[config.mk]
export PLATFORM = sky130hd
export DESIGN_NAME = fifo_write_arbiter
export DESIGN_NICKNAME = d
export VERILOG_FILES = /design/src/rtl/fifo_write_arbiter.sv
export SDC_FILE = /design/constraint.sdc
export NUM_CORES = 1
export LEC_CHECK = 0
export CORE_ASPECT_RATIO = 0.7
export CORE_MARGIN = 2
export CORE_UTILIZATION = 38
export DETAILED_ROUTE_END_ITERATION = 8
export PLACE_DENSITY = 0.81
export SLEW_MARGIN = 10
export SYNTH_ARGS = -nofsm -noshare
export SYNTH_HDL_FRONTEND = slang
export SYNTH_SLANG_ARGS = --single-unit
[constraint.sdc]
create_clock -name w_clk -period 2.2 [get_ports w_clk]
set_clock_uncertainty 0.1 [all_clocks]
set_input_delay 0.33 -clock w_clk [delete_from_list [all_inputs] [get_ports w_clk]]
set_output_delay 0.33 -clock w_clk [all_outputs]
set_load 0.01 [all_outputs]
[src/rtl/fifo_write_arbiter.sv]
// rtl/fifo_write_arbiter.sv - round-robin, burst-locked arbiter sharing the FIFO write port
module fifo_write_arbiter #(
    parameter int NUM_REQ    = 4,
    parameter int DATA_WIDTH = 8,
    parameter int MAX_BURST  = 4
) (
    input  logic                          w_clk,
    input  logic                          rst,
    input  logic [NUM_REQ-1:0]            req,
    input  logic [NUM_REQ*DATA_WIDTH-1:0] req_data,
    input  logic [NUM_REQ-1:0]            req_last,
    output logic [NUM_REQ-1:0]            ack,
    input  logic                          fifo_full,
    output logic                          store,
    output logic [DATA_WIDTH-1:0]         wr_data,
    output logic [$clog2(NUM_REQ)-1:0]    owner,
    output logic                          busy
);

    localparam int PTR_W = $clog2(NUM_REQ);
    localparam int CNT_W = $clog2(MAX_BURST + 1);

    localparam logic [0:0] ST_IDLE = 1'b0;
    localparam logic [0:0] ST_LOCK = 1'b1;

    logic [0:0]       state;
    logic [PTR_W-1:0] rr_ptr;
    logic [CNT_W-1:0] burst_cnt;

    logic             pick_valid;
    logic [PTR_W-1:0] pick;
    logic             grant_valid;
    logic [PTR_W-1:0] grant_idx;
    logic             burst_done;

    function automatic logic [PTR_W-1:0] wrap_inc(input logic [PTR_W-1:0] x);
        if (int'(x) == NUM_REQ - 1) begin
            return '0;
        end
        return x + 1'b1;
    endfunction

    // Scan downward so the requester closest to rr_ptr is the last (winning) assignment.
    always_comb begin : pick_scan
        int idx;
        idx        = 0;
        pick_valid = 1'b0;
        pick       = '0;
        for (int k = NUM_REQ - 1; k >= 0; k--) begin
            idx = (int'(rr_ptr) + k) % NUM_REQ;
            if (req[PTR_W'(idx)]) begin
                pick_valid = 1'b1;
                pick       = PTR_W'(idx);
            end
        end
    end

    always_comb begin
        grant_valid = 1'b0;
        grant_idx   = owner;
        if (!rst && !fifo_full) begin
            if (state == ST_IDLE) begin
                grant_valid = pick_valid;
                grant_idx   = pick;
            end else begin
                grant_valid = req[owner];
                grant_idx   = owner;
            end
        end
    end

    assign ack        = grant_valid ? (NUM_REQ'(1) << grant_idx) : '0;
    assign store      = grant_valid;
    assign wr_data    = grant_valid ? req_data[int'(grant_idx)*DATA_WIDTH +: DATA_WIDTH] : '0;
    assign busy       = (state == ST_LOCK);
    assign burst_done = req_last[owner] || (burst_cnt + 1'b1 == CNT_W'(MAX_BURST));

    always_ff @(posedge w_clk) begin
        if (rst) begin
            state     <= ST_IDLE;
            rr_ptr    <= '0;
            owner     <= '0;
            burst_cnt <= '0;
        end else begin
            case (state)
                ST_IDLE: begin
                    if (grant_valid) begin
                        owner <= pick;
                        if (req_last[pick] || MAX_BURST == 1) begin
                            rr_ptr <= wrap_inc(pick);
                        end else begin
                            state     <= ST_LOCK;
                            burst_cnt <= CNT_W'(1);
                        end
                    end
                end
                ST_LOCK: begin
                    // A full FIFO freezes the burst without spending its budget.
                    if (!fifo_full) begin
                        if (req[owner]) begin
                            if (burst_done) begin
                                state     <= ST_IDLE;
                                rr_ptr    <= wrap_inc(owner);
                                burst_cnt <= '0;
                            end else begin
                                burst_cnt <= burst_cnt + 1'b1;
                            end
                        end else begin
                            state     <= ST_IDLE;
                            rr_ptr    <= wrap_inc(owner);
                            burst_cnt <= '0;
                        end
                    end
                end
                default: begin
                    state <= ST_IDLE;
                end
            endcase
        end
    end

endmodule

==> flow_metrics.py, run 1 <==
metrics = {
    "status": {
        "outcome": "finished with violations",
        "violations": "setup timing",
    },
    "cts": {
        "clock_latency_ns": 0.24,
        "htree_levels": 1,
        "root_buffer": "clkbuf_8",
        "hold_buffers": 0,
        "cts_tree": "yes",
        "clockBufferDepth": 2,
        "cts_sinks": 8,
        "path_clk_slew_ns": 0.05,
        "cts_made_buffers": 3,
    },
    "critical_path": {
        "crit_type": "flip-flop to output pin",
        "setup.worst_path.end_class": "output pin",
        "start_kind": "flip-flop",
        "critPathMaxFanout": 10,
        "rrSetupSlack_ns": -0.02,
        "critPathArrivalTime_ns": 2.16,
        "cp.required_ns": 1.77,
    },
    "global_route": {
        "grt-ovfl-total": 0,
        "grt_max_degree": 15,
        "antenna_found_initial": 0,
        "grt_pass1_wl_um": 8050,
        "grtUsageTotal_pct": 36.0,
        "grt_pass1_vias": 1603,
    },
    "power": {
        "p_clk_share_pct": 20.5,
        "comb_power_share_pct": 60.8,
        "ir_drop_v": 0.000368,
        "power_frac_seq_pct": 18.7,
        "p_switching_uw": 335,
        "p_per_area_mw_per_mm2": 408,
        "p_int_uw": 567,
        "leakage_uw": 0.000946,
        "netSwitchingFraction_pct": 37.1,
    },
    "yosys": {
        "async_flop_share_pct": 0,
        "yosysTopAreaCell": "mux2i_1",
        "synth.most_common_cell": "mux2i_1",
        "synth_nets": 165,
        "synth_edf_count": 0,
        "synth.area.top_cells": "mux2i_1 (21%), dfxtp_1 (16%), o22ai_1 (5.0%)",
        "synth_seq_area_share_pct": 15.9,
        "avgSynthCellArea_sq_um": 8.40,
        "yosysTopAreaCellShare_pct": 20.8,
        "ys_warn_count": 0,
        "synth_seq_cells": 8,
        "synth_commonest_cells": "mux2i_1 (21), nor2_1 (11), dfxtp_1 (8), o22ai_1 (8)",
        "syn_area_sq_mm": 0.00101,
        "synthCells": 120,
        "dominantRegCellSynth": "dfxtp_1",
        "synth.distinct_cells": 39,
    },
    "final_layout": {
        "final_area_sq_mm": 0.00221,
        "drive_above_1_share_pct": 51.1,
        "areaGrowthSynthToFinish_pct": 119,
        "utilization_pct": 88.5,
        "n_antenna_cell": 0,
        "fin_nets": 276,
    },
    "drt": {
        "routed_wl_um": 6380,
        "num_vias": 1701,
        "wl_per_cell_um": 24.2,
        "drc_errors": 0,
        "drtIter0Drc": 104,
        "drtAntennaViolNets": 0,
        "drt_pass1_iterations": 5,
        "routed_via_density": 6.47,
    },
    "die": {
        "core_area_sq_mm": 0.00250,
        "io_pins": 59,
        "die_y_um": 47.1,
        "dieArea_sq_mm": 0.00309,
        "die-width_um": 65.6,
        "initial_core_util_pct": 40.4,
        "rows": 15,
    },
    "sta": {
        "finalSetupViolCount": 13,
        "rsz0062_at_grt": "yes",
        "setup_tns_ns": -3.36,
        "worstMarginPinSlew_ns": 0.475,
        "finalHoldViolations": 0,
        "worst_slack_ns": -0.390,
        "drv_slew": 0,
        "period_needed_ns": 2.59,
        "timing.fmax_ghz": 0.386,
        "slew_headroom_pct": 68.2,
        "post-route-period-util_pct": 118,
    },
    "worst_hold_path": {
        "hold_path.class": "flip-flop to flip-flop",
    },
    "flow_run": {
        "max_cap_viol_count": 0,
    },
    "placement": {
        "port_buffers": 58,
        "gp_congestion": 0.881,
        "place_area_sq_mm": 0.00187,
        "place_worst_setup_slack_ns": -0.899,
        "dpl.hpwl_um": 3290,
    },
}
-- metrics by stage --
stage | power (uW) | hold WS, ns | std cells
after floorplan | 340 | 0.355 | 120
after global placement | 546 | 0.365 | 242
after detailed placement | 563 | 0.383 | 242
after CTS | 805 | 0.391 | 258
after global routing | 926 | 0.445 | 263
final | 902 | 0.394 | 263
-- timing repair --
item	CTS	global route
hold endpoints to repair	0	0
gates resized for setup	82	46
endpoints found under the setup margin	19	19
pin swaps	13	19
gates cloned	2	0
buffers inserted	11	9
-- path summary, 6_finish.rpt --
path / from / end / cells past startpoint
max: rr_ptr[1] / wr_data[6] / 9
min reg2reg: burst_cnt[1] / burst_cnt[1] / 2
max reg2reg: rr_ptr[1] / burst_cnt[1] / 9
min: burst_cnt[1] / burst_cnt[1] / 2
-- registers in the layout, summed over array words and instances, names as in the netlist --
signal and cells:
burst_cnt 3, busy 1, owner 2, rr_ptr 2
-- cell type report --
class / instances / area (sq um)
fillers: 92 / 287
inverters: 2 / 7.51
multi-input cells: 106 / 1010
repair buffers: 110 / 940
flip-flops and latches: 8 / 168
clock buffers: 3 / 41.3
well taps: 34 / 42.5
-- critical path, stage by stage, from the launching register on --
cell and delay [ns]:
dfxtp_4 0.38, mux2i_4 0.26, nor2_2 0.07, nor3_2 0.19, buf_4 0.14, mux2_4 0.20
buf_12 0.15, mux2i_1 0.27, o22ai_2 0.11, buf_2 0.15
-- power by group through the flow --
stage	Clock (uW)	Combinational, uW	Sequential, uW
3_5_place_dp	0	396	166
4_1_cts	186	454	165
6_report	185	549	169
5_1_grt	191	566	169
3_3_place_gp	0	380	165
2_1_floorplan	0	172	168
-- routing by layer --
metal  part of all wire (%)  up-vias  track usage, %
met3                     12       53            11.0
met4                    5.5        0            16.3
met1                     36      801            43.6
met5                      0        -               0
met2                     47      165            60.8
li1                       -      682               -
-- placed cells by master (no fill, tap or decap), types with 2 or more instances in the layout --
| master | Yosys | final |
|---|---|---|
| xor2_1 | 2 | 2 |
| a21oi_1 | 6 | 3 |
| or2_2 | 2 | 2 |
| a22oi_1 | 2 | 2 |
| dfxtp_1 | 8 | 4 |
| nor3_2 | 1 | 4 |
| mux2i_1 | 21 | 18 |
| nand4_1 | 3 | 3 |
| o22ai_1 | 8 | 7 |
| buf_12 | 0 | 2 |
| a21oi_4 | 0 | 2 |
| buf_2 | 0 | 16 |
| buf_4 | 1 | 43 |
| nor2b_4 | 1 | 2 |
| ha_1 | 2 | 2 |
| mux4_2 | 2 | 2 |
| dfxtp_2 | 0 | 3 |
| nor2_1 | 11 | 6 |
| inv_1 | 2 | 2 |
| clkdlybuf4s50_1 | 0 | 37 |
| nand2_1 | 6 | 4 |
| a21boi_1 | 0 | 2 |
| dlygate4sd2_1 | 0 | 2 |
| nor3_4 | 0 | 2 |
| nor2b_1 | 4 | 3 |
| nand2b_1 | 3 | 2 |
| nor2_2 | 0 | 4 |
| nand3_1 | 3 | 2 |
| clkbuf_8 | 0 | 3 |
| mux2i_2 | 0 | 2 |
| dlymetal6s2s_1 | 0 | 2 |
| o31ai_4 | 0 | 2 |
| o21ai_0 | 2 | 2 |
| buf_6 | 1 | 7 |
-- cell families after synthesis --
logic type,synth area share [%]
buffers and inverters,3.35
multiplexers,26.4
AO/OA/AOI/OAI,24.8
adder cells (fa/ha/maj),2.48
XOR/XNOR,2.61
flip-flops,15.9
AND/OR/NAND/NOR,24.4
Power figures use the tool's default switching activity.
==> run 2, diff against run 1 <==
Settings changed: CORE_UTILIZATION 38 to 39, CTS_BUF_LIST set to sky130_fd_sc_hd__clkbuf_4, PLACE_DENSITY 0.81 to 0.83.
==> run 2 against run 1 <==
Net effect: the run still ends with setup timing left; count of clock-buffer cells in the layout stayed put; combinational power is 3% higher; hold slack better by 0.0050 ns; sequential power hardly changed; final area is 1.4% higher; first-iteration DRC count is 35% higher; setup slack worse by 0.18 ns; register-to-register slack better by 0.03 ns; highest routed layer unchanged.
==> flow_metrics.py, run 2 (synthesis results as in run 1) <==
metrics = {
    "drt": {
        "routed_via_density": 6.45,
        "drc_errors": 0,
        "num_vias": 1678,
        "drtIter0Drc": 140,
        "drtAntennaViolNets": 0,
        "drt_pass1_iterations": 8,
        "routed_wl_um": 6360,
        "wl_per_cell_um": 24.4,
    },
    "global_route": {
        "grtUsageTotal_pct": 35.7,
        "grt_pass1_wl_um": 7780,
        "antenna_found_initial": 0,
        "grt-ovfl-total": 0,
        "grt_max_degree": 15,
        "grt_pass1_vias": 1541,
    },
    "cts": {
        "htree_levels": 1,
        "cts_sinks": 8,
        "path_clk_slew_ns": 0.07,
        "clock_latency_ns": 0.28,
        "cts_made_buffers": 3,
        "hold_buffers": 0,
        "root_buffer": "clkbuf_4",
        "cts_tree": "yes",
        "clockBufferDepth": 2,
    },
    "sta": {
        "timing.fmax_ghz": 0.360,
        "worst_slack_ns": -0.575,
        "setup_tns_ns": -5.05,
        "finalHoldViolations": 0,
        "finalSetupViolCount": 19,
        "worstMarginPinSlew_ns": 0.467,
        "slew_headroom_pct": 68.6,
        "rsz0062_at_grt": "yes",
        "period_needed_ns": 2.78,
        "post-route-period-util_pct": 126,
        "drv_slew": 0,
    },
    "power": {
        "power_frac_seq_pct": 19.2,
        "comb_power_share_pct": 65.6,
        "ir_drop_v": 0.000586,
        "p_per_area_mw_per_mm2": 387,
        "leakage_uw": 0.000939,
        "netSwitchingFraction_pct": 38.8,
        "p_clk_share_pct": 15.2,
        "p_switching_uw": 336,
        "p_int_uw": 530,
    },
    "final_layout": {
        "fin_nets": 273,
        "n_antenna_cell": 0,
        "reg_top3": "burst_cnt (3), owner (2), rr_ptr (2)",
        "largest_reg_flops": 3,
        "regMostFlops": "burst_cnt",
        "instances_no_fill": 260,
        "drive_above_1_share_pct": 50.0,
        "final_cell_mix": "clkdlybuf4s50_1 (39), buf_4 (39), mux2i_1 (12), buf_2 (10), nor2_1 (7)",
        "areaGrowthSynthToFinish_pct": 122,
    },
    "critical_path": {
        "setup.worst_path.end_class": "output pin",
        "critPathMaxFanout": 7,
        "cp.required_ns": 1.77,
        "critPathArrivalTime_ns": 2.35,
        "crit_type": "flip-flop to output pin",
        "start_kind": "flip-flop",
    },
    "die": {
        "initial_core_util_pct": 41.0,
        "rows": 15,
        "dieArea_sq_mm": 0.00302,
        "die_y_um": 46.5,
        "die-width_um": 64.8,
        "io_pins": 59,
        "core_area_sq_mm": 0.00246,
    },
    "placement": {
        "gp_congestion": 0.865,
        "placed_cells": 240,
        "port_buffers": 58,
        "dpl.hpwl_um": 3280,
    },
    "status": {
        "outcome": "finished with violations",
        "violations": "setup timing",
    },
    "worst_hold_path": {
        "hold_path.class": "flip-flop to flip-flop",
    },
    "flow_run": {
        "max_cap_viol_count": 0,
    },
}
run 2: cell types whose count changed in the layout (fill, tap and decap cells not counted), sizes merged:
cell / delta
buf: -9
clkdlybuf4s15: +3
dlygate4sd2: +2
dlymetal6s2s: -1
clkdlybuf4s50: +2
run 2: area by class of cell:
| type | count | area [sq um] |
|---|---|---|
| multi-input cells | 106 | 1010 |
| clock buffers | 3 | 22.5 |
| repair buffers | 107 | 991 |
| flip-flops and latches | 8 | 166 |
| fillers | 92 | 219 |
| inverters | 2 | 7.51 |
| well taps | 34 | 42.5 |
run 2: power by group through the flow:
| stage | combinational (uW) | sequential, uW | clock (uW) |
|---|---|---|---|
| floorplan | 172 | 168 | 0 |
| global placement | 379 | 165 | 0 |
| detailed placement | 396 | 166 | 0 |
| CTS | 470 | 164 | 124 |
| global route | 584 | 167 | 136 |
| finish | 568 | 166 | 132 |
run 2: through the flow:
| stage | utilization (%) | cell area (sq um) | hold slack (ns) | setup WS, ns | power, uW |
|---|---|---|---|---|---|
| after floorplan | - | 1010 | 0.355 | 0.0299 | 340 |
| after global placement | 75.6 | 1860 | 0.366 | -0.812 | 544 |
| after detailed placement | 75.6 | 1860 | 0.382 | -0.903 | 562 |
| after CTS | 86.3 | 2120 | 0.390 | -0.295 | 758 |
| after global routing | 91.1 | 2240 | 0.416 | -0.678 | 888 |
| final | 91.1 | 2240 | 0.399 | -0.575 | 866 |
run 2: critical path: stages (launching register included):
cell and delay, ns:
dfxtp_4 0.40, mux2i_2 0.25, nor2_2 0.07, nor3_2 0.23
mux2_4 0.24, buf_12 0.14, buf_12 0.12, mux2i_1 0.09
o22ai_1 0.32, buf_2 0.21
run 2: per-layer routing:
layer / GRT usage [%] / vias to the layer above / routed length, um
met2: 63.7 / 152 / 2960
li1: - / 673 / -
met1: 40.4 / 793 / 2200
met5: 0 / - / 0
met4: 20.0 / 0 / 600
met3: 8.31 / 60 / 594
run 2: path summary, 6_finish.rpt:
kind | from | to | slack [ns] | depth (start not counted)
worst max register to register | rr_ptr[1] | burst_cnt[1] | 0.01 | 9
worst min-delay path | rr_ptr[0] | rr_ptr[0] | 0.40 | 2
worst max-delay path | rr_ptr[1] | wr_data[5] | -0.58 | 9
worst min register to register | rr_ptr[0] | rr_ptr[0] | 0.40 | 2
run 2: repair_timing:
| action | CTS | global route |
|---|---|---|
| setup endpoints to repair | 19 | 18 |
| gates cloned | 3 | 0 |
| resized for setup | 80 | 28 |
| pin swaps | 13 | 6 |
| buffers inserted | 11 | 4 |
==> run 3, diff against run 2 <==
Clock period 2.2 ns to 2.7 ns, I/O delays scaled along.
==> run 3 against run 2 <==
Net effect: the run now ends clean; sequential share of layout area grew 1.2 points; largest power group unchanged; utilization shrank 15 points; clock power decreased by 28%; setup slack better by 0.65 ns; count of clock-buffer cells in the layout did not move; cell count fell by 7.7%; first-iteration DRC count down 54%; final area fell by 16%; via count shrank 21%.
==> flow_metrics.py, run 3 (synthesis results as in run 1) <==
metrics = {
    "die": {
        "core_area_sq_mm": 0.00246,
        "dieArea_sq_mm": 0.00302,
        "rows": 15,
        "initial_core_util_pct": 41.0,
        "io_pins": 59,
        "die-width_um": 64.8,
        "die_y_um": 46.5,
    },
    "critical_path": {
        "setup.worst_path.end_class": "output pin",
        "slowest_stage": "clkdlybuf4s50_1",
        "critPathMaxFanout": 20,
        "crit_type": "primary input to output pin",
        "start_kind": "primary input",
        "critPathArrivalTime_ns": 2.12,
        "slowest_delay_ns": 0.47,
        "cp_top_family": "buffers and inverters",
        "r2r_end": "rr_ptr[1]",
        "cp.required_ns": 2.19,
        "worstRegToRegCells": 7,
        "r2r-start": "owner[0]",
        "path_cells": "clkdlybuf4s50_1 > nor3_4 > mux2_4 > buf_12 > mux2i_1 > o22ai_1 > buf_2",
        "worst-path-buf-inv": 3,
        "rrSetupSlack_ns": 0.50,
    },
    "sta": {
        "drv_slew": 0,
        "finalSetupViolCount": 0,
        "worst_slack_ns": 0.0781,
        "slew_headroom_pct": 63.3,
        "setup_tns_ns": 0,
        "period_needed_ns": 2.62,
        "timing.fmax_ghz": 0.381,
        "finalHoldViolations": 0,
        "fin_hold_ws_ns": 0.387,
        "post-route-period-util_pct": 97.1,
        "worstMarginPinSlew_ns": 0.546,
    },
    "drt": {
        "wl_per_cell_um": 16.2,
        "routed_wl_um": 3890,
        "routed_via_density": 5.50,
        "drt_pass1_iterations": 4,
        "drtAntennaViolNets": 0,
        "drc_errors": 0,
        "num_vias": 1321,
        "drtIter0Drc": 65,
    },
    "final_layout": {
        "n_antenna_cell": 0,
        "drive_above_1_share_pct": 32.0,
        "utilization_pct": 76.3,
        "final_common_cell": "clkdlybuf4s50_1",
        "fill_cells": 173,
        "largest_reg_flops": 3,
        "fin_nets": 253,
        "regMostFlops": "burst_cnt",
        "areaGrowthSynthToFinish_pct": 86.1,
        "reg_top3": "burst_cnt (3), owner (2), rr_ptr (2)",
        "final_cell_mix": "clkdlybuf4s50_1 (41), buf_4 (26), mux2i_1 (21), nor2_1 (10), buf_2 (9)",
    },
    "global_route": {
        "grt_max_degree": 21,
        "antenna_found_initial": 0,
        "grt_pass1_vias": 1231,
        "grtUsageTotal_pct": 26.2,
        "grt_pass1_wl_um": 5950,
        "grt-ovfl-total": 0,
    },
    "worst_hold_path": {
        "min_from": "burst_cnt[1]",
        "whs_path_depth": 2,
        "hold_path.class": "flip-flop to flip-flop",
        "min_to": "burst_cnt[1]",
    },
    "placement": {
        "port_buffers": 58,
        "place_worst_setup_slack_ns": -0.530,
        "dpl.hpwl_um": 2970,
        "gp_congestion": 0.872,
    },
    "cts": {
        "clock_latency_ns": 0.26,
        "cts_sinks": 8,
        "path_clk_slew_ns": 0.05,
        "hold_buffers": 0,
        "cts_made_buffers": 3,
        "clockBufferDepth": 2,
        "htree_levels": 1,
        "root_buffer": "clkbuf_4",
        "cts_tree": "yes",
    },
    "status": {
        "outcome": "finished clean",
    },
    "power": {
        "leakage_uw": 0.000768,
        "finalPower_uw": 550,
        "p_per_area_mw_per_mm2": 293,
        "ir_drop_v": 0.000333,
    },
    "flow_run": {
        "max_cap_viol_count": 0,
    },
}
[run 3: cell count changes in the layout (fill, tap and decap cells not counted), sizes merged]
cell,delta
clkdlybuf4s15,-2
clkdlybuf4s50,+2
dlygate4sd2,+3
dlymetal6s2s,-1
clkbuf,-1
buf,-21
[run 3: layout make-up]
type	instances	area, sq um	share of cell area (%)
multi-input cells	106	877	46.7
well taps	34	42.5	2.27
repair buffers	87	766	40.8
flip-flops and latches	8	161	8.60
inverters	2	7.51	0.400
clock buffers	3	22.5	1.20
[run 3: worst max-delay path by stage]
stage | start | end | slack [ns] | cells past startpoint
5_1_grt | fifo_full | wr_data[3] | -0.001 | 7
3_5_place_dp | req[2] | wr_data[3] | -0.53 | 10
6_report | fifo_full | wr_data[3] | 0.08 | 7
3_3_place_gp | req[2] | wr_data[2] | -0.44 | 10
2_1_floorplan | owner[1] | wr_data[6] | 0.45 | 4
4_1_cts | rr_ptr[1] | wr_data[0] | 0.05 | 9
[run 3: repair_timing]
action                     4_1_cts  5_1_grt
gates resized for setup         60        3
setup endpoints to repair       13       10
buffers inserted                 3        0
pin swaps                        6        3
gates cloned                     1        0
[run 3: worst register-to-register path: stages, from the launching register on]
cell	delay, ns
dfxtp_1	0.41
buf_4	0.17
mux4_2	0.54
nor2b_4	0.13
a21boi_4	0.24
nor2b_2	0.08
nor3_2	0.26
mux2i_1	0.20
[run 3: per-stage QoR]
stage	instance area, sq um	std cells
2_1_floorplan	1010	120
3_5_place_dp	1810	233
3_3_place_gp	1810	233
5_1_grt	1880	240
6_report	1880	240
4_1_cts	1870	240
[run 3: report_power, final]
part,leakage [uW],switching [uW],internal [uW]
logic,0.000688,140,181
clock network,0.0000138,44.1,51.1
registers,0.0000654,8.72,126
total,0.000768,192,357
[run 3: routing by layer]
layer  up-vias  track usage (%)  routed length (um)
met4         0             5.11                  60
met2        44             44.9                1920
met1       635             34.2                1710
met3         8             6.11                 204
li1        634                -                   -
met5         -                0                   0
